File: src/rtl/xif_offload_ctrl_if.sv
// Bundle of the core-side, XIF-side and GPR write-back signals of the offload controller.
// The master modport is the controller; the slave modport is everything around it.
interface xif_offload_ctrl_if #(
  parameter int unsigned XLEN            = 32,
  parameter int unsigned X_ID_WIDTH      = 4,
  parameter int unsigned MAX_OUTSTANDING = 4
);
  localparam int unsigned CntW = $clog2(MAX_OUTSTANDING + 1);

  // Core pipeline side
  logic                  instr_valid_i;
  logic                  instr_ready_o;
  logic [31:0]           instr_i;
  logic [2*XLEN-1:0]     rs_i;
  logic [1:0]            rs_valid_i;
  logic                  kill_i;
  logic                  accepted_o;

  // XIF issue / commit
  logic                  issue_valid_o;
  logic                  issue_ready_i;
  logic [31:0]           issue_instr_o;
  logic [X_ID_WIDTH-1:0] issue_id_o;
  logic [2*XLEN-1:0]     issue_rs_o;
  logic [1:0]            issue_rs_valid_o;
  logic                  issue_accept_i;
  logic                  commit_valid_o;
  logic [X_ID_WIDTH-1:0] commit_id_o;
  logic                  commit_kill_o;

  // XIF result
  logic                  result_valid_i;
  logic                  result_ready_o;
  logic [X_ID_WIDTH-1:0] result_id_i;
  logic [XLEN-1:0]       result_data_i;
  logic [4:0]            result_rd_i;
  logic                  result_we_i;
  logic                  result_err_i;

  // GPR write-back and status
  logic                  gpr_busy_i;
  logic                  gpr_we_o;
  logic [4:0]            gpr_waddr_o;
  logic [XLEN-1:0]       gpr_wdata_o;
  logic                  err_o;
  logic                  spurious_o;
  logic [CntW-1:0]       outstanding_o;

  modport master (
    input  instr_valid_i, instr_i, rs_i, rs_valid_i, kill_i,
    output instr_ready_o, accepted_o,
    output issue_valid_o, issue_instr_o, issue_id_o, issue_rs_o, issue_rs_valid_o,
    input  issue_ready_i, issue_accept_i,
    output commit_valid_o, commit_id_o, commit_kill_o,
    input  result_valid_i, result_id_i, result_data_i, result_rd_i, result_we_i, result_err_i,
    output result_ready_o,
    input  gpr_busy_i,
    output gpr_we_o, gpr_waddr_o, gpr_wdata_o, err_o, spurious_o, outstanding_o
  );

  modport slave (
    output instr_valid_i, instr_i, rs_i, rs_valid_i, kill_i,
    input  instr_ready_o, accepted_o,
    input  issue_valid_o, issue_instr_o, issue_id_o, issue_rs_o, issue_rs_valid_o,
    output issue_ready_i, issue_accept_i,
    input  commit_valid_o, commit_id_o, commit_kill_o,
    output result_valid_i, result_id_i, result_data_i, result_rd_i, result_we_i, result_err_i,
    input  result_ready_o,
    output gpr_busy_i,
    input  gpr_we_o, gpr_waddr_o, gpr_wdata_o, err_o, spurious_o, outstanding_o
  );
endinterface

File: src/rtl/xif_offload_ctrl.sv
// Offload controller: issues one instruction at a time over XIF, commits it one cycle after
// an accepted issue, tracks in-flight ids in a scoreboard and writes results back to the GPRs.
module xif_offload_ctrl #(
  parameter int unsigned XLEN            = 32,
  parameter int unsigned X_ID_WIDTH      = 4,
  parameter int unsigned MAX_OUTSTANDING = 4
) (
  input logic                clk_i,
  input logic                rst_ni,
  xif_offload_ctrl_if.master bus
);
  localparam int unsigned NumIds = 2 ** X_ID_WIDTH;
  localparam int unsigned CntW   = $clog2(MAX_OUTSTANDING + 1);
  localparam logic [CntW-1:0] MaxOut = CntW'(MAX_OUTSTANDING);

  typedef enum logic [1:0] {StIdle, StIssue, StCommit} state_e;

  state_e                state_q, state_d;
  logic [31:0]           instr_q;
  logic [2*XLEN-1:0]     rs_q;
  logic [1:0]            rs_valid_q;
  logic [X_ID_WIDTH-1:0] id_q;
  logic [X_ID_WIDTH-1:0] next_id_q, next_id_d;
  logic [NumIds-1:0]     sb_q, sb_d;
  logic [CntW-1:0]       outstanding_q, outstanding_d;

  logic capture, sb_set, kill_clr, issue_valid;
  logic res_hs, res_hit, gpr_we;

  // Result handshake; gated by reset so no write/spurious pulse can leak out while held in reset
  assign res_hs  = bus.result_valid_i & ~bus.gpr_busy_i & rst_ni;
  assign res_hit = res_hs & sb_q[bus.result_id_i];

  // FSM next state and issue/commit outputs
  always_comb begin
    state_d            = state_q;
    capture            = 1'b0;
    sb_set             = 1'b0;
    kill_clr           = 1'b0;
    issue_valid        = 1'b0;
    bus.instr_ready_o  = 1'b0;
    bus.accepted_o     = 1'b0;
    bus.commit_valid_o = 1'b0;
    bus.commit_id_o    = '0;
    bus.commit_kill_o  = 1'b0;
    unique case (state_q)
      StIdle: begin
        if (bus.instr_valid_i && (outstanding_q < MaxOut) && !sb_q[next_id_q]) begin
          state_d = StIssue;
          capture = 1'b1;
        end
      end
      StIssue: begin
        issue_valid = 1'b1;
        if (bus.issue_ready_i) begin
          bus.instr_ready_o = 1'b1;
          bus.accepted_o    = bus.issue_accept_i;
          if (bus.issue_accept_i) begin
            state_d = StCommit;
            sb_set  = 1'b1;
          end else begin
            state_d = StIdle;
          end
        end
      end
      StCommit: begin
        bus.commit_valid_o = 1'b1;
        bus.commit_id_o    = id_q;
        bus.commit_kill_o  = bus.kill_i;
        kill_clr           = bus.kill_i;
        state_d            = StIdle;
      end
      default: state_d = StIdle;
    endcase
  end

  // Issue payload is only visible while issue_valid_o is high
  always_comb begin
    bus.issue_valid_o    = issue_valid;
    bus.issue_instr_o    = issue_valid ? instr_q : '0;
    bus.issue_id_o       = issue_valid ? id_q : '0;
    bus.issue_rs_o       = issue_valid ? rs_q : '0;
    bus.issue_rs_valid_o = issue_valid ? rs_valid_q : '0;
  end

  // Scoreboard update, id allocation and in-flight count
  always_comb begin
    sb_d      = sb_q;
    next_id_d = next_id_q;
    if (sb_set) begin
      sb_d[id_q] = 1'b1;
      next_id_d  = next_id_q + 1'b1;
    end
    if (kill_clr) sb_d[id_q] = 1'b0;
    // The issue guard keeps set and result-clear on distinct ids
    if (res_hit) sb_d[bus.result_id_i] = 1'b0;
    outstanding_d = '0;
    for (int i = 0; i < int'(NumIds); i++) begin
      outstanding_d = outstanding_d + CntW'(sb_d[i]);
    end
  end

  // GPR write-back and result status pulses
  always_comb begin
    gpr_we             = res_hit & bus.result_we_i & ~bus.result_err_i;
    bus.result_ready_o = ~bus.gpr_busy_i;
    bus.gpr_we_o       = gpr_we;
    bus.gpr_waddr_o    = gpr_we ? bus.result_rd_i : '0;
    bus.gpr_wdata_o    = gpr_we ? bus.result_data_i : '0;
    bus.err_o          = res_hit & bus.result_err_i;
    bus.spurious_o     = res_hs & ~sb_q[bus.result_id_i];
    bus.outstanding_o  = outstanding_q;
  end

  // State, scoreboard and payload registers
  always_ff @(posedge clk_i or negedge rst_ni) begin
    if (!rst_ni) begin
      state_q       <= StIdle;
      instr_q       <= '0;
      rs_q          <= '0;
      rs_valid_q    <= '0;
      id_q          <= '0;
      next_id_q     <= '0;
      sb_q          <= '0;
      outstanding_q <= '0;
    end else begin
      state_q       <= state_d;
      next_id_q     <= next_id_d;
      sb_q          <= sb_d;
      outstanding_q <= outstanding_d;
      if (capture) begin
        instr_q    <= bus.instr_i;
        rs_q       <= bus.rs_i;
        rs_valid_q <= bus.rs_valid_i;
        id_q       <= next_id_q;
      end
    end
  end
endmodule

File: src/flat_wrapper.sv
// flat-port wrapper written by rule: the top's interface ports become plain ports
module xif_offload_ctrl_flat 
#(
  parameter int unsigned XLEN            = 32,
  parameter int unsigned X_ID_WIDTH      = 4,
  parameter int unsigned MAX_OUTSTANDING = 4
)
  (clk_i, rst_ni, bus_instr_valid_i, bus_instr_i, bus_rs_i, bus_rs_valid_i, bus_kill_i, bus_instr_ready_o, bus_accepted_o, bus_issue_valid_o, bus_issue_instr_o, bus_issue_id_o, bus_issue_rs_o, bus_issue_rs_valid_o, bus_issue_ready_i, bus_issue_accept_i, bus_commit_valid_o, bus_commit_id_o, bus_commit_kill_o, bus_result_valid_i, bus_result_id_i, bus_result_data_i, bus_result_rd_i, bus_result_we_i, bus_result_err_i, bus_result_ready_o, bus_gpr_busy_i, bus_gpr_we_o, bus_gpr_waddr_o, bus_gpr_wdata_o, bus_err_o, bus_spurious_o, bus_outstanding_o);
  xif_offload_ctrl_if #(.XLEN(XLEN), .X_ID_WIDTH(X_ID_WIDTH), .MAX_OUTSTANDING(MAX_OUTSTANDING)) bus_i ();
  input logic clk_i;
  input logic rst_ni;
  input wire logic [$bits(bus_i.instr_valid_i)-1:0] bus_instr_valid_i;
  input wire logic [$bits(bus_i.instr_i)-1:0] bus_instr_i;
  input wire logic [$bits(bus_i.rs_i)-1:0] bus_rs_i;
  input wire logic [$bits(bus_i.rs_valid_i)-1:0] bus_rs_valid_i;
  input wire logic [$bits(bus_i.kill_i)-1:0] bus_kill_i;
  output wire logic [$bits(bus_i.instr_ready_o)-1:0] bus_instr_ready_o;
  output wire logic [$bits(bus_i.accepted_o)-1:0] bus_accepted_o;
  output wire logic [$bits(bus_i.issue_valid_o)-1:0] bus_issue_valid_o;
  output wire logic [$bits(bus_i.issue_instr_o)-1:0] bus_issue_instr_o;
  output wire logic [$bits(bus_i.issue_id_o)-1:0] bus_issue_id_o;
  output wire logic [$bits(bus_i.issue_rs_o)-1:0] bus_issue_rs_o;
  output wire logic [$bits(bus_i.issue_rs_valid_o)-1:0] bus_issue_rs_valid_o;
  input wire logic [$bits(bus_i.issue_ready_i)-1:0] bus_issue_ready_i;
  input wire logic [$bits(bus_i.issue_accept_i)-1:0] bus_issue_accept_i;
  output wire logic [$bits(bus_i.commit_valid_o)-1:0] bus_commit_valid_o;
  output wire logic [$bits(bus_i.commit_id_o)-1:0] bus_commit_id_o;
  output wire logic [$bits(bus_i.commit_kill_o)-1:0] bus_commit_kill_o;
  input wire logic [$bits(bus_i.result_valid_i)-1:0] bus_result_valid_i;
  input wire logic [$bits(bus_i.result_id_i)-1:0] bus_result_id_i;
  input wire logic [$bits(bus_i.result_data_i)-1:0] bus_result_data_i;
  input wire logic [$bits(bus_i.result_rd_i)-1:0] bus_result_rd_i;
  input wire logic [$bits(bus_i.result_we_i)-1:0] bus_result_we_i;
  input wire logic [$bits(bus_i.result_err_i)-1:0] bus_result_err_i;
  output wire logic [$bits(bus_i.result_ready_o)-1:0] bus_result_ready_o;
  input wire logic [$bits(bus_i.gpr_busy_i)-1:0] bus_gpr_busy_i;
  output wire logic [$bits(bus_i.gpr_we_o)-1:0] bus_gpr_we_o;
  output wire logic [$bits(bus_i.gpr_waddr_o)-1:0] bus_gpr_waddr_o;
  output wire logic [$bits(bus_i.gpr_wdata_o)-1:0] bus_gpr_wdata_o;
  output wire logic [$bits(bus_i.err_o)-1:0] bus_err_o;
  output wire logic [$bits(bus_i.spurious_o)-1:0] bus_spurious_o;
  output wire logic [$bits(bus_i.outstanding_o)-1:0] bus_outstanding_o;
  assign bus_i.instr_valid_i = bus_instr_valid_i;
  assign bus_i.instr_i = bus_instr_i;
  assign bus_i.rs_i = bus_rs_i;
  assign bus_i.rs_valid_i = bus_rs_valid_i;
  assign bus_i.kill_i = bus_kill_i;
  assign bus_instr_ready_o = bus_i.instr_ready_o;
  assign bus_accepted_o = bus_i.accepted_o;
  assign bus_issue_valid_o = bus_i.issue_valid_o;
  assign bus_issue_instr_o = bus_i.issue_instr_o;
  assign bus_issue_id_o = bus_i.issue_id_o;
  assign bus_issue_rs_o = bus_i.issue_rs_o;
  assign bus_issue_rs_valid_o = bus_i.issue_rs_valid_o;
  assign bus_i.issue_ready_i = bus_issue_ready_i;
  assign bus_i.issue_accept_i = bus_issue_accept_i;
  assign bus_commit_valid_o = bus_i.commit_valid_o;
  assign bus_commit_id_o = bus_i.commit_id_o;
  assign bus_commit_kill_o = bus_i.commit_kill_o;
  assign bus_i.result_valid_i = bus_result_valid_i;
  assign bus_i.result_id_i = bus_result_id_i;
  assign bus_i.result_data_i = bus_result_data_i;
  assign bus_i.result_rd_i = bus_result_rd_i;
  assign bus_i.result_we_i = bus_result_we_i;
  assign bus_i.result_err_i = bus_result_err_i;
  assign bus_result_ready_o = bus_i.result_ready_o;
  assign bus_i.gpr_busy_i = bus_gpr_busy_i;
  assign bus_gpr_we_o = bus_i.gpr_we_o;
  assign bus_gpr_waddr_o = bus_i.gpr_waddr_o;
  assign bus_gpr_wdata_o = bus_i.gpr_wdata_o;
  assign bus_err_o = bus_i.err_o;
  assign bus_spurious_o = bus_i.spurious_o;
  assign bus_outstanding_o = bus_i.outstanding_o;
  xif_offload_ctrl #(.XLEN(XLEN), .X_ID_WIDTH(X_ID_WIDTH), .MAX_OUTSTANDING(MAX_OUTSTANDING)) u_core (.clk_i(clk_i), .rst_ni(rst_ni), .bus(bus_i));
endmodule
File: config.mk
export PLATFORM = sky130hd
export DESIGN_NAME = xif_offload_ctrl_flat
export DESIGN_NICKNAME = d
export VERILOG_FILES = /design/src/rtl/xif_offload_ctrl_if.sv /design/src/rtl/xif_offload_ctrl.sv /design/src/flat_wrapper.sv
export SDC_FILE = /design/constraint.sdc
export NUM_CORES = 1
export LEC_CHECK = 0
export CAP_MARGIN = 10
export CORE_MARGIN = 4
export CORE_UTILIZATION = 39
export CTS_CLUSTER_SIZE = 10
export DETAILED_ROUTE_END_ITERATION = 10
export PLACE_DENSITY = 0.78
export SKIP_CTS_REPAIR_TIMING = 1
export SLEW_MARGIN = 10
export SYNTH_ARGS = -nofsm -noshare
export SYNTH_HDL_FRONTEND = slang
export SYNTH_SLANG_ARGS = --single-unit
File: constraint.sdc
create_clock -name clk_i -period 5.2 [get_ports clk_i]
set_input_delay 1.3 -clock clk_i [delete_from_list [all_inputs] [get_ports clk_i]]
set_output_delay 1.3 -clock clk_i [all_outputs]
set_load 0.05 [all_outputs]
==> metrics list, run 1 <==
* Relative max-transition margin: 0.4165
* Sum of overflow across all layers after global routing: 0
- Number of flip-flops and latches in the synthesized netlist: around 130
* Chip Height: around 140 microns
* Post-synthesis sequential area ratio: 0.4617
- By instance count, the leading cell after synthesis is dfrtp_1.
* Dominant combinational cell family by area after synthesis: multiplexers
- Instance count of the mapped netlist: roughly 550
- Of the total synthesized cell area, the portion taken by XOR and XNOR cells is 0.007634.
* Number of synthesized flops with an enable pin: 0
* Clock tree from TritonCTS: built
- After synthesis, the share of cell area in mux cells is 0.2408.
- The finished cells cover 11490 sq um.
- Starting utilization of the core area: 0.3980
- Vias in the first global route: approximately 5700
- Worst setup slack after layout: -0.09509 ns
- Max-cap violations: 0
- Cell types with the largest area share after synthesis: dfrtp_1 (46%), mux2_4 (17%), and2_1 (10%)
* DPL Wire Length: approximately 16000 microns
- Site Rows: 48
- Post-layout utilization of the core: 0.6641
- The path class of the tightest hold or removal check is register to register.
- For this design the static power due to leakage is ~0.0051 uW.
* Setup Skew: between 0.01 and 0.015 ns
- The critical path in this run is classified as input port to register.
* CTS HTree Levels: 4
* Share of synthesized cell area in full adder, half adder and majority cells: 0.03453
- Highest clock frequency the design can meet: about 190 MHz
* Share of layout cells above drive strength 1: 0.2785
* Net total in the final layout: roughly 1000
- dfrtp_1 takes more of the synthesized area than any other cell.
- Final worst path period share: 1.018
- In this run the mean area of a mapped cell was roughly 12 sq um.
- The number of slew-limit violations in the final report was 0.
- For the worst setup path, the data arrival time is ~5.6 ns.
- The cell area that synthesis handed to floorplanning was a little under 7000 sq um.
- In the synthesized netlist the dominant register cell turns out to be dfrtp_1.
- Counting flops with an async set or reset pin after synthesis yields a share of 1.000.
- The first routing iteration left approximately 340 violations.
* Violated checks: negative setup slack
- GRT Total Usage: 0.2081
- During synthesis, Yosys emitted a total of 0 warnings.
* Data required time of the worst path: 5.49 ns
* Sum of routed wire length over all layers: slightly above 20000 microns
- Along the worst path, the maximum fanout reaches 4.
- The die covers 19840 sq um.
- Post-detailed-route count of antenna-violating nets: 0
* Post-Syn Nets: just over 700
* Worst setup SP type: input port
- Number of buffers added by the clock tree synthesis step: 17
- For this design the ratio of total power to cell area is ~620 nW/um^2.
* Pre-CTS setup slack: -1.011 ns
* Last weighted congestion value of the routability-driven placer: approximately 0.95
- Result of the run: complete, but fails checks
- Buffers placed on the I/O ports in this run total 303.
- Number of antenna cells inserted: 0
- Of the post-synthesis cell area, the dominant cell type holds 0.4617.
- Global-route wire length before repair: 32480 microns
- Initial antenna violation count: 0
- CTS placed an instance of clkbuf_16 at the clock tree root.
* Placed cell areas: 10800 sq um
- The area fraction in compound gates after synthesis was 0.04362.
- Kind of end point of the critical path: register
* Number of hold violations in the final report: 0
* Number of detailed-routing iterations run before antenna repair: 5
* Clock tree buffer depth: 2
- Worst-margin pin slew: just under 0.9 ns
- Reg clk slew, reported paths: 0.06 ns
- Worst-case vdd ir drop: around 400 uV
* Final critical-path required period: 5.295 ns
- Insertion delay to the later sink of the worst-skew pair: around 0.4 ns
- Residual DRC count: 0
- Core box area: between 15000 and 20000 sq um
- Of the total synthesized cell area, the portion taken by AND, OR, NAND and NOR gates is 0.1694.
- The routed layout has between 5000 and 6000 vias.
* Mean routed wirelength per cell: roughly 19 microns
- Setup repair after global routing could not meet its margin everywhere.
* I/O pin count: 304
* Final total negative setup slack: -0.1622 ns
- Number of sinks driven by the clock tree: 127
- The floorplan step set the die width to roughly 140 microns.
- Counting tap cells, the placed design contains a total of 1084 instances.
* Maximum number of pins on one net before global-route repair: around 110
- Vias per Instance: between 4 and 5
- Synthesis-to-finish area growth: 66.87%
- The finished layout holds around 1100 standard cells, fillers aside.
* Unique masters post-synth: 34
- Top post-synthesis cells by count: dfrtp_1 (127), and2_1 (112), mux2_4 (79), and3_1 (38), clkbuf_1 (25)
* Final count of negative-setup-slack endpoints: 2
[critical path, stage by stage]
cell	delay, ns
buf_8	0.08
mux4_2	0.49
nor3b_4	0.19
a221oi_2	0.30
ha_1	0.30
fa_1	0.50
fa_1	0.53
inv_2	0.04
fa_1	0.47
fa_1	0.53
fa_2	0.21
inv_2	0.04
fa_2	0.34
xnor2_2	0.14
xnor2_1	0.12
[per-stage QoR]
| step | hold WS, ns | power, uW |
|---|---|---|
| 2_1_floorplan | 0.4582 | 4776 |
| 3_3_place_gp | 0.4809 | 5812 |
| 3_5_place_dp | 0.4806 | 5904 |
| 4_1_cts | 0.4975 | 7109 |
| 5_1_grt | 0.5100 | 7484 |
| 6_report | 0.4947 | 7072 |
[flip-flops by register name, indices dropped and copies added (netlist names)]
name                      count
u_core.next_id_q              4
u_core.state_q                2
u_core.id_q                   4
u_core.rs_q                  64
u_core.bus.outstanding_o      3
u_core.rs_valid_q             2
u_core.sb_q                  16
u_core.instr_q               32
[logic make-up after synthesis]
group                    Yosys count
multiplexers                     117
buffers and inverters             56
AND/OR/NAND/NOR                  192
flip-flops                       127
AO/OA/AOI/OAI                     41
adder cells (fa/ha/maj)           13
XOR/XNOR                           6
[placed cells by master, fill, tap and decap left out, types with 9 or more instances in the layout]
cell type,instances
a21oi_1,16
a221oi_1,12
and2_1,112
and3_1,37
buf_12,41
buf_4,47
clkbuf_16,17
clkdlybuf4s50_1,254
dfrtp_1,127
inv_1,12
mux2_2,23
mux2_4,79
mux2i_1,10
nor2_1,9
[cell type report]
cell class / count / area [sq um]
Inverter: 15 / 60.06
Multi-Input combinational cell: 369 / 3562
Clock buffer: 18 / 439.2
Fill cell: 1313 / 5809
Tap cell: 225 / 281.5
Sequential cell: 127 / 3178
Clock inverter: 14 / 143.9
Timing Repair Buffer: 351 / 3822
[routing by layer]
layer	vias up	track usage	wire length (microns)
li1	2568	-	-
met1	2631	0.2587	8385
met2	191	0.3606	10700
met3	33	0.04851	1218
met4	0	0.06323	449
met5	-	0	0
[worst paths after layout]
check	slack [ns]	depth (start not counted)	endpoint	start
worst min register to register	0.49	1	u_core.next_id_q[3]$_DFFE_PN0N_	u_core.next_id_q[3]$_DFFE_PN0N_
max in group asynchronous	2.74	3	u_core.sb_q[10]$_DFF_PN0_	rst_ni
worst max-delay path	-0.1	15	u_core.bus.outstanding_o[2]$_DFF_PN0_	bus_result_id_i[0]
worst min-delay path	0.49	1	u_core.next_id_q[3]$_DFFE_PN0N_	u_core.next_id_q[3]$_DFFE_PN0N_
worst max register to register	0.44	14	u_core.bus.outstanding_o[2]$_DFF_PN0_	u_core.sb_q[3]$_DFF_PN0_
min in group asynchronous	1.09	2	u_core.id_q[3]$_DFFE_PN0P_	rst_ni
[power breakdown]
group          total (uW)  internal [uW]  switching [uW]
clock                1160            686             477
sequential           1790           1480             311
combinational        4120           1940            2180
total                7070           4100            2970
Note: power is estimated with default switching activity, not from simulation.
==> run 2: changes to the inputs <==
--- a/config.mk
+++ b/config.mk
@@ -11,7 +11,6 @@
 export CTS_CLUSTER_SIZE = 10
 export DETAILED_ROUTE_END_ITERATION = 10
 export PLACE_DENSITY = 0.78
-export SKIP_CTS_REPAIR_TIMING = 1
 export SLEW_MARGIN = 10
 export SYNTH_ARGS = -nofsm -noshare
 export SYNTH_HDL_FRONTEND = slang
==> metrics list, run 2 (same netlist as run 1, synthesis figures left out) <==
- Max-cap violations: 0
- Clock tree from TritonCTS: built
* Critical Path Slowest Stage Cell: fa_1
* Number of detailed-routing iterations run before antenna repair: 5
- The worst-case IR drop observed on VDD is around 400 uV.
- Source of the critical timing path: bus_result_id_i[0]
- The number of slew-limit violations in the final report was 0.
- Global-route wire length before repair: around 33000 microns
- Residual DRC count: 0
* Hold Path Origin: u_core.rs_q[14]$_DFFE_PN0P_
* Worst-margin pin slew: between 0.8 and 0.9 ns
- The congestion estimate from routability-driven global placement came to ~0.95.
- Highest clock frequency the design can meet: 190.1 MHz
- Final total negative setup slack: -0.06044 ns
- Starting utilization of the core area: 0.3980
- Reg clk slew, reported paths: around 0.06 ns
- Cell class contributing the biggest share of worst-path delay: adder cells
- Vias per Instance: just under 5
- Vias after detailed routing: between 5000 and 6000
- Of all nets on the critical path, the largest fanout is 3.
- The clock passes through at most 2 buffers.
* Violated checks: negative setup slack
- Setup Skew: between 0.01 and 0.015 ns
- Arrival time of the worst setup path: between 5 and 6 ns
- The register with the most flip-flops in the layout has 64 of them.
- Leaving out fill and tap cells, the most frequent cell in the layout is clkdlybuf4s50_1.
- The die is 140.9 microns wide.
- On the worst path, the slowest cell contributes a delay of between 0.5 and 0.6 ns.
- Core box area: ~17000 sq um
* Sum of overflow across all layers after global routing: 0
- The number of antenna violations at the first check in global routing came to 0.
* Net total in the final layout: 1055
- The wire-length estimate of the detail-placed layout is 15680 microns.
* Die area: between 15000 and 20000 sq um
* Number of hold violations in the final report: 0
- Entering global routing, the biggest net connects about 110 pins.
- For this run, the total global-route usage over all layers was measured as 0.2120.
- In this run the clock root is driven by a clkbuf_16.
- Data required time of the worst path: approximately 5.5 ns
- The number of clock buffers added by TritonCTS is 17.
* Insertion delay to the later sink of the worst-skew pair: just over 0.4 ns
- Worst setup SP type: input port
- Hold slack: between 0.4 and 0.5 ns
- Worst hold path class: register to register
- Final worst path period share: 1.012
- Final count of negative-setup-slack endpoints: 1
- The smallest clock period supported by the final layout is computed as ~5.3 ns.
- Post-detailed-route count of antenna-violating nets: 0
* CTS HTree Levels: 4
- Synthesis-to-finish area growth: 68.45%
* Largest register by flop count: u_core.rs_q
- Worst setup slack after layout: -0.06044 ns
* Mean routed wirelength per cell: roughly 19 microns
* Number of antenna cells inserted: 0
- Setup repair after global routing could not meet its margin everywhere.
- Post-CTS Hold Buffers: 0
* Worst reg2reg startpoint: u_core.sb_q[3]$_DFF_PN0_
- Sum of routed wire length over all layers: roughly 21000 microns
- Power spread over the standard cell area amounts to 615.6 nW/um^2.
* Biggest regs: u_core.rs_q x64, u_core.instr_q x32, u_core.sb_q x16
- Site Rows: 48
- Commonest cells after routing, fill and taps aside: clkdlybuf4s50_1 (254), dfrtp_1 (127), and2_1 (112)
- In this design, the critical path's most frequently occurring cell is fa_1.
* I/O pin count: about 300
- Share of layout cells above drive strength 1: 0.2936
- Drt first-iter violations: 311
* Leakage power of the design: 0.005137 uW
- Kind of end point of the critical path: register
- The clock net in this run drives a total of roughly 130 sinks.
* Setup CP Type: input port to register
- In this run the tool buffered the top-level ports with approximately 300 buffer cells.
- Vias in the first global route: around 5800
- Traced cell by cell, the critical path runs through buf_8, mux4_2, nor3b_4, a221oi_4, ha_4, fa_1, fa_1, inv_1, fa_1, fa_1, fa_2, inv_2, fa_2, xnor2_2, xnor2_1.
- Chip Height: 140.9 microns
- Result of the run: complete, but fails checks
* Sum of buffers and inverters on the critical path: 3
- The worst pin sits at a relative slew slack of 0.4089.
## run 2: cell count changes in the layout (fill, tap and decap cells not counted), sizes merged
| cell | change |
|---|---|
| buf | +12 |
| clkbuf | +1 |
| dlygate4sd2 | +5 |
| dlymetal6s2s | -6 |
## run 2: area by class of cell
cell class / instances / area (sq um)
clock buffer: 18 / 439.2
clock inverter: 14 / 143.9
fill: 1301 / 5700
inverter: 15 / 60.06
multi-input combinational: 369 / 3605
sequential: 127 / 3178
tap: 225 / 281.5
timing repair buffer: 363 / 3889
## run 2: where the power goes
part / switching [uW] / internal, uW / total, uW
sequential: 310 / 1480 / 1790
clock: 476 / 686 / 1160
combinational: 2210 / 1980 / 4190
## run 2: path summary, 6_finish.rpt
path	slack, ns	cells past startpoint	endpoint
min reg2reg	0.50	1	u_core.rs_q[14]$_DFFE_PN0P_
min	0.50	1	u_core.rs_q[14]$_DFFE_PN0P_
min in group asynchronous	1.10	2	u_core.id_q[3]$_DFFE_PN0P_
max reg2reg	0.47	14	u_core.bus.outstanding_o[2]$_DFF_PN0_
max	-0.06	15	u_core.bus.outstanding_o[2]$_DFF_PN0_
max in group asynchronous	2.72	3	u_core.sb_q[10]$_DFF_PN0_
## run 2: through the flow
step | total power [uW] | cells | area, sq um | util | setup WS, ns
after global routing | 7545 | 1131 | 11600 | 0.6704 | -0.1874
after global placement | 5812 | 1084 | 10800 | 0.6245 | -0.9093
after detailed placement | 5904 | 1084 | 10800 | 0.6245 | -1.011
after CTS | 7178 | 1129 | 11530 | 0.6666 | -0.08369
after floorplan | 4776 | 552 | 6982 | - | -0.3118
final | 7138 | 1131 | 11600 | 0.6704 | -0.06044
## run 2: what timing repair did
item,4_1_cts,5_1_grt
setup buffers,13,4
pin swaps,15,14
resized for setup,25,13
setup endpoints to repair,3,2
## run 2: metal layers
layer	up-vias	track usage	wire length [microns]
li1	2591	-	-
met1	2660	0.2637	8592
met2	198	0.3634	10640
met3	43	0.04681	1153
met4	0	0.07598	633
met5	-	0	0
## run 2: worst register-to-register path, cell delays in order (launching register included)
cell and delay, ns:
dfrtp_1 0.43, mux4_2 0.50, nor3b_4 0.20, a221oi_4 0.36
ha_4 0.26, fa_1 0.46, fa_1 0.49, inv_1 0.05
fa_1 0.47, fa_1 0.54, fa_2 0.20, inv_2 0.04
fa_2 0.36, xnor2_2 0.14, xnor2_1 0.12
==> run 3: changes to the inputs <==
--- a/config.mk
+++ b/config.mk
@@ -10,6 +10,7 @@
 export CORE_UTILIZATION = 39
 export CTS_CLUSTER_SIZE = 10
 export DETAILED_ROUTE_END_ITERATION = 10
+export GPL_ROUTABILITY_DRIVEN = 0
 export PLACE_DENSITY = 0.78
 export SLEW_MARGIN = 10
 export SYNTH_ARGS = -nofsm -noshare
==> metrics list, run 3 (same netlist as run 1, synthesis figures left out) <==
- Flip-flop count of the largest register after layout: between 60 and 70
- Relative to the synthesized area, the layout overhead comes to 66.58%.
- The share of total power dissipated in sequential elements is 0.253.
- Highest clock frequency the design can meet: 190.0 MHz
* Maximum number of pins on one net before global-route repair: roughly 110
- Violated checks: negative setup slack
* Net Sw Frac: 0.4153
- Sum of overflow across all layers after global routing: 0
* Total of buffers placed on input and output ports: ~300
- Final critical-path required period: ~5.3 ns
- Worst-case vdd ir drop: 366.6 uV
* Proportion of power drawn by combinational gates: 0.581
* Chip Height: about 140 microns
- In this run, post-CTS hold repair placed 0 buffers.
- Die area: around 20000 sq um
* CTS root buffer: clkbuf_16
- Clock tree buffer depth: 2
* Layer with the highest usage: met2
- Global-route wire length before repair: approximately 33000 microns
- Global Route met3 Usage: 0.05326
- P_sw: about 2900 uW
- For this configuration, the core starts out at a cell density of 0.3980.
- Met1 routing resource usage after global routing: 0.2675
- In this run, placement finished with an instance count of between 1000 and 1500.
- Chip width: 140.9 microns
- Pre-CTS setup slack: -1.008 ns
- For the pin with the worst max-slew slack, the measured transition is 0.8389 ns.
* Number of sinks driven by the clock tree: 127
- Final worst path period share: 1.012
- Result of the run: complete, but fails checks
- In this run the power density over the cells is around 620 nW/um^2.
- Cell repeated most along the worst path: fa_1
- Leaving out fill and tap cells, the most frequent cell in the layout is clkdlybuf4s50_1.
- Among all stages on the critical path, the largest delay is contributed by fa_1.
- Largest fanout of any net on the critical path: 3
- Reg clk slew, reported paths: 0.06 ns
- Final Max Tran Viols: 0
- Relative max-transition margin: 0.4408
* Number of antenna cells inserted: 0
- Summed over all nets, the half-perimeter wirelength after detailed placement is 15550 microns.
* Clock tree from TritonCTS: built
* Residual DRC count: 0
* Arrival time of the worst setup path: roughly 5.6 ns
- In the final layout, the share of cells above drive strength 1 is 0.2808.
* Hold slack: roughly 0.50 ns
* Commonest cells after routing, fill and taps aside: clkdlybuf4s50_1 (254), dfrtp_1 (127), and2_1 (112)
* Worst hold path class: register to register
* Sum of buffers and inverters on the critical path: 3
- Setup CP Type: input port to register
- Max-cap violations in this run came to 0.
- The initialized floorplan defines 48 standard-cell rows.
* Leakage power of the design: 0.005060 uW
- The final hold violation count was 0.
- Mean routed wirelength per cell: approximately 19 microns
- The internal portion of the total power is just over 4000 uW.
- Number of buffers added by the clock tree synthesis step: 17
- The core region is 17300 sq um.
- The count of nets left with antenna violations once routing finished came out at 0.
* Drt first-iter violations: 459
- Kind of end point of the critical path: register
- RSZ-0062 raised after global routing: true
- For this block, the routed nets add up to between 20000 and 25000 microns of wire.
- In this design, the largest share of critical-path delay is due to adder cells.
- Stage delay of the slowest cell on the critical path: ~0.54 ns
- Traced cell by cell, the critical path runs through buf_8, mux4_2, nor3b_4, a221oi_2, ha_1, fa_1, fa_1, inv_1, fa_1, fa_1, fa_2, inv_2, fa_2, xnor2_2, xnor2_1.
* CTS HTree Levels: 4
- Initial antenna violation count: 0
* Vias in the first global route: 5723
* I/O pin count: slightly above 300
* Data required time of the worst path: 5.49 ns
- Vias after detailed routing: 5440
- Biggest regs: u_core.rs_q x64, u_core.instr_q x32, u_core.sb_q x16
* Portion of total power attributed to the clock network: 0.166
- Final count of negative-setup-slack endpoints: 2
- Worst setup slack after layout: -0.06275 ns
- Number of detailed-routing iterations run before antenna repair: 5
- Clock skew on the completed layout was measured at just under 0.008 ns.
- Filler-free cell count of the finished design: 1119
- In the global route stage, met2 resource usage came out at 0.3528.
- Worst setup SP type: input port
- Vias per Instance: ~4.9
- Largest register by flop count: u_core.rs_q
- GRT Total Usage: 0.2092
- Net total in the final layout: 1044
* Insertion delay to the later sink of the worst-skew pair: 0.41 ns
run 3: cell count changes in the layout (fill, tap and decap cells not counted), moves of 2 or more:
cell and change:
nor2_2 +2, buf_4 -9, nor2_1 -2, clkinv_2 +2, inv_6 -5
run 3: final cells by class:
class / instances / area, sq um
Timing Repair Buffer: 352 / 3806
Inverter: 15 / 60.06
Clock inverter: 12 / 136.4
Sequential cell: 127 / 3178
Tap cell: 225 / 281.5
Multi-Input combinational cell: 369 / 3562
Fill cell: 1265 / 5829
Clock buffer: 19 / 442.9
run 3: path summary, 6_finish.rpt:
check / start / end / slack, ns / cells after the start
max: bus_result_id_i[0] / u_core.bus.outstanding_o[2]$_DFF_PN0_ / -0.06 / 15
min: u_core.rs_q[18]$_DFFE_PN0P_ / u_core.rs_q[18]$_DFFE_PN0P_ / 0.50 / 1
max reg2reg: u_core.sb_q[3]$_DFF_PN0_ / u_core.bus.outstanding_o[2]$_DFF_PN0_ / 0.46 / 14
min reg2reg: u_core.rs_q[18]$_DFFE_PN0P_ / u_core.rs_q[18]$_DFFE_PN0P_ / 0.50 / 1
max in group asynchronous: rst_ni / u_core.instr_q[9]$_DFFE_PN0P_ / 2.73 / 3
min in group asynchronous: rst_ni / u_core.instr_q[26]$_DFFE_PN0P_ / 1.12 / 2
run 3: per-layer routing:
| metal | vias to the layer above | part of all wire |
|---|---|---|
| met5 | - | 0 |
| li1 | 2571 | - |
| met3 | 37 | 0.064 |
| met2 | 208 | 0.50 |
| met4 | 0 | 0.026 |
| met1 | 2624 | 0.41 |
run 3: timing repair:
| action | in CTS | in global routing |
|---|---|---|
| endpoints found under the setup margin | 3 | 2 |
| setup buffers | 3 | 0 |
| pin swaps | 16 | 12 |
| gates resized for setup | 24 | 6 |
run 3: metrics by stage:
step	power [uW]	util	TNS, ns	cell area, sq um
6_report	7068	0.6630	-0.06437	11470
5_1_grt	7471	0.6630	-0.3210	11470
4_1_cts	7138	0.6621	-0.2222	11450
3_5_place_dp	5909	0.6249	-2.580	10810
3_3_place_gp	5832	0.6249	-2.208	10810
2_1_floorplan	4776	-	-0.5591	6982
run 3: power groups by stage:
stage / clock, uW / sequential, uW / combinational (uW)
4_1_cts: 1200 / 1790 / 4150
2_1_floorplan: 0 / 1690 / 3090
3_3_place_gp: 0 / 1770 / 4060
3_5_place_dp: 0 / 1790 / 4120
5_1_grt: 1240 / 1840 / 4390
6_report: 1170 / 1790 / 4110
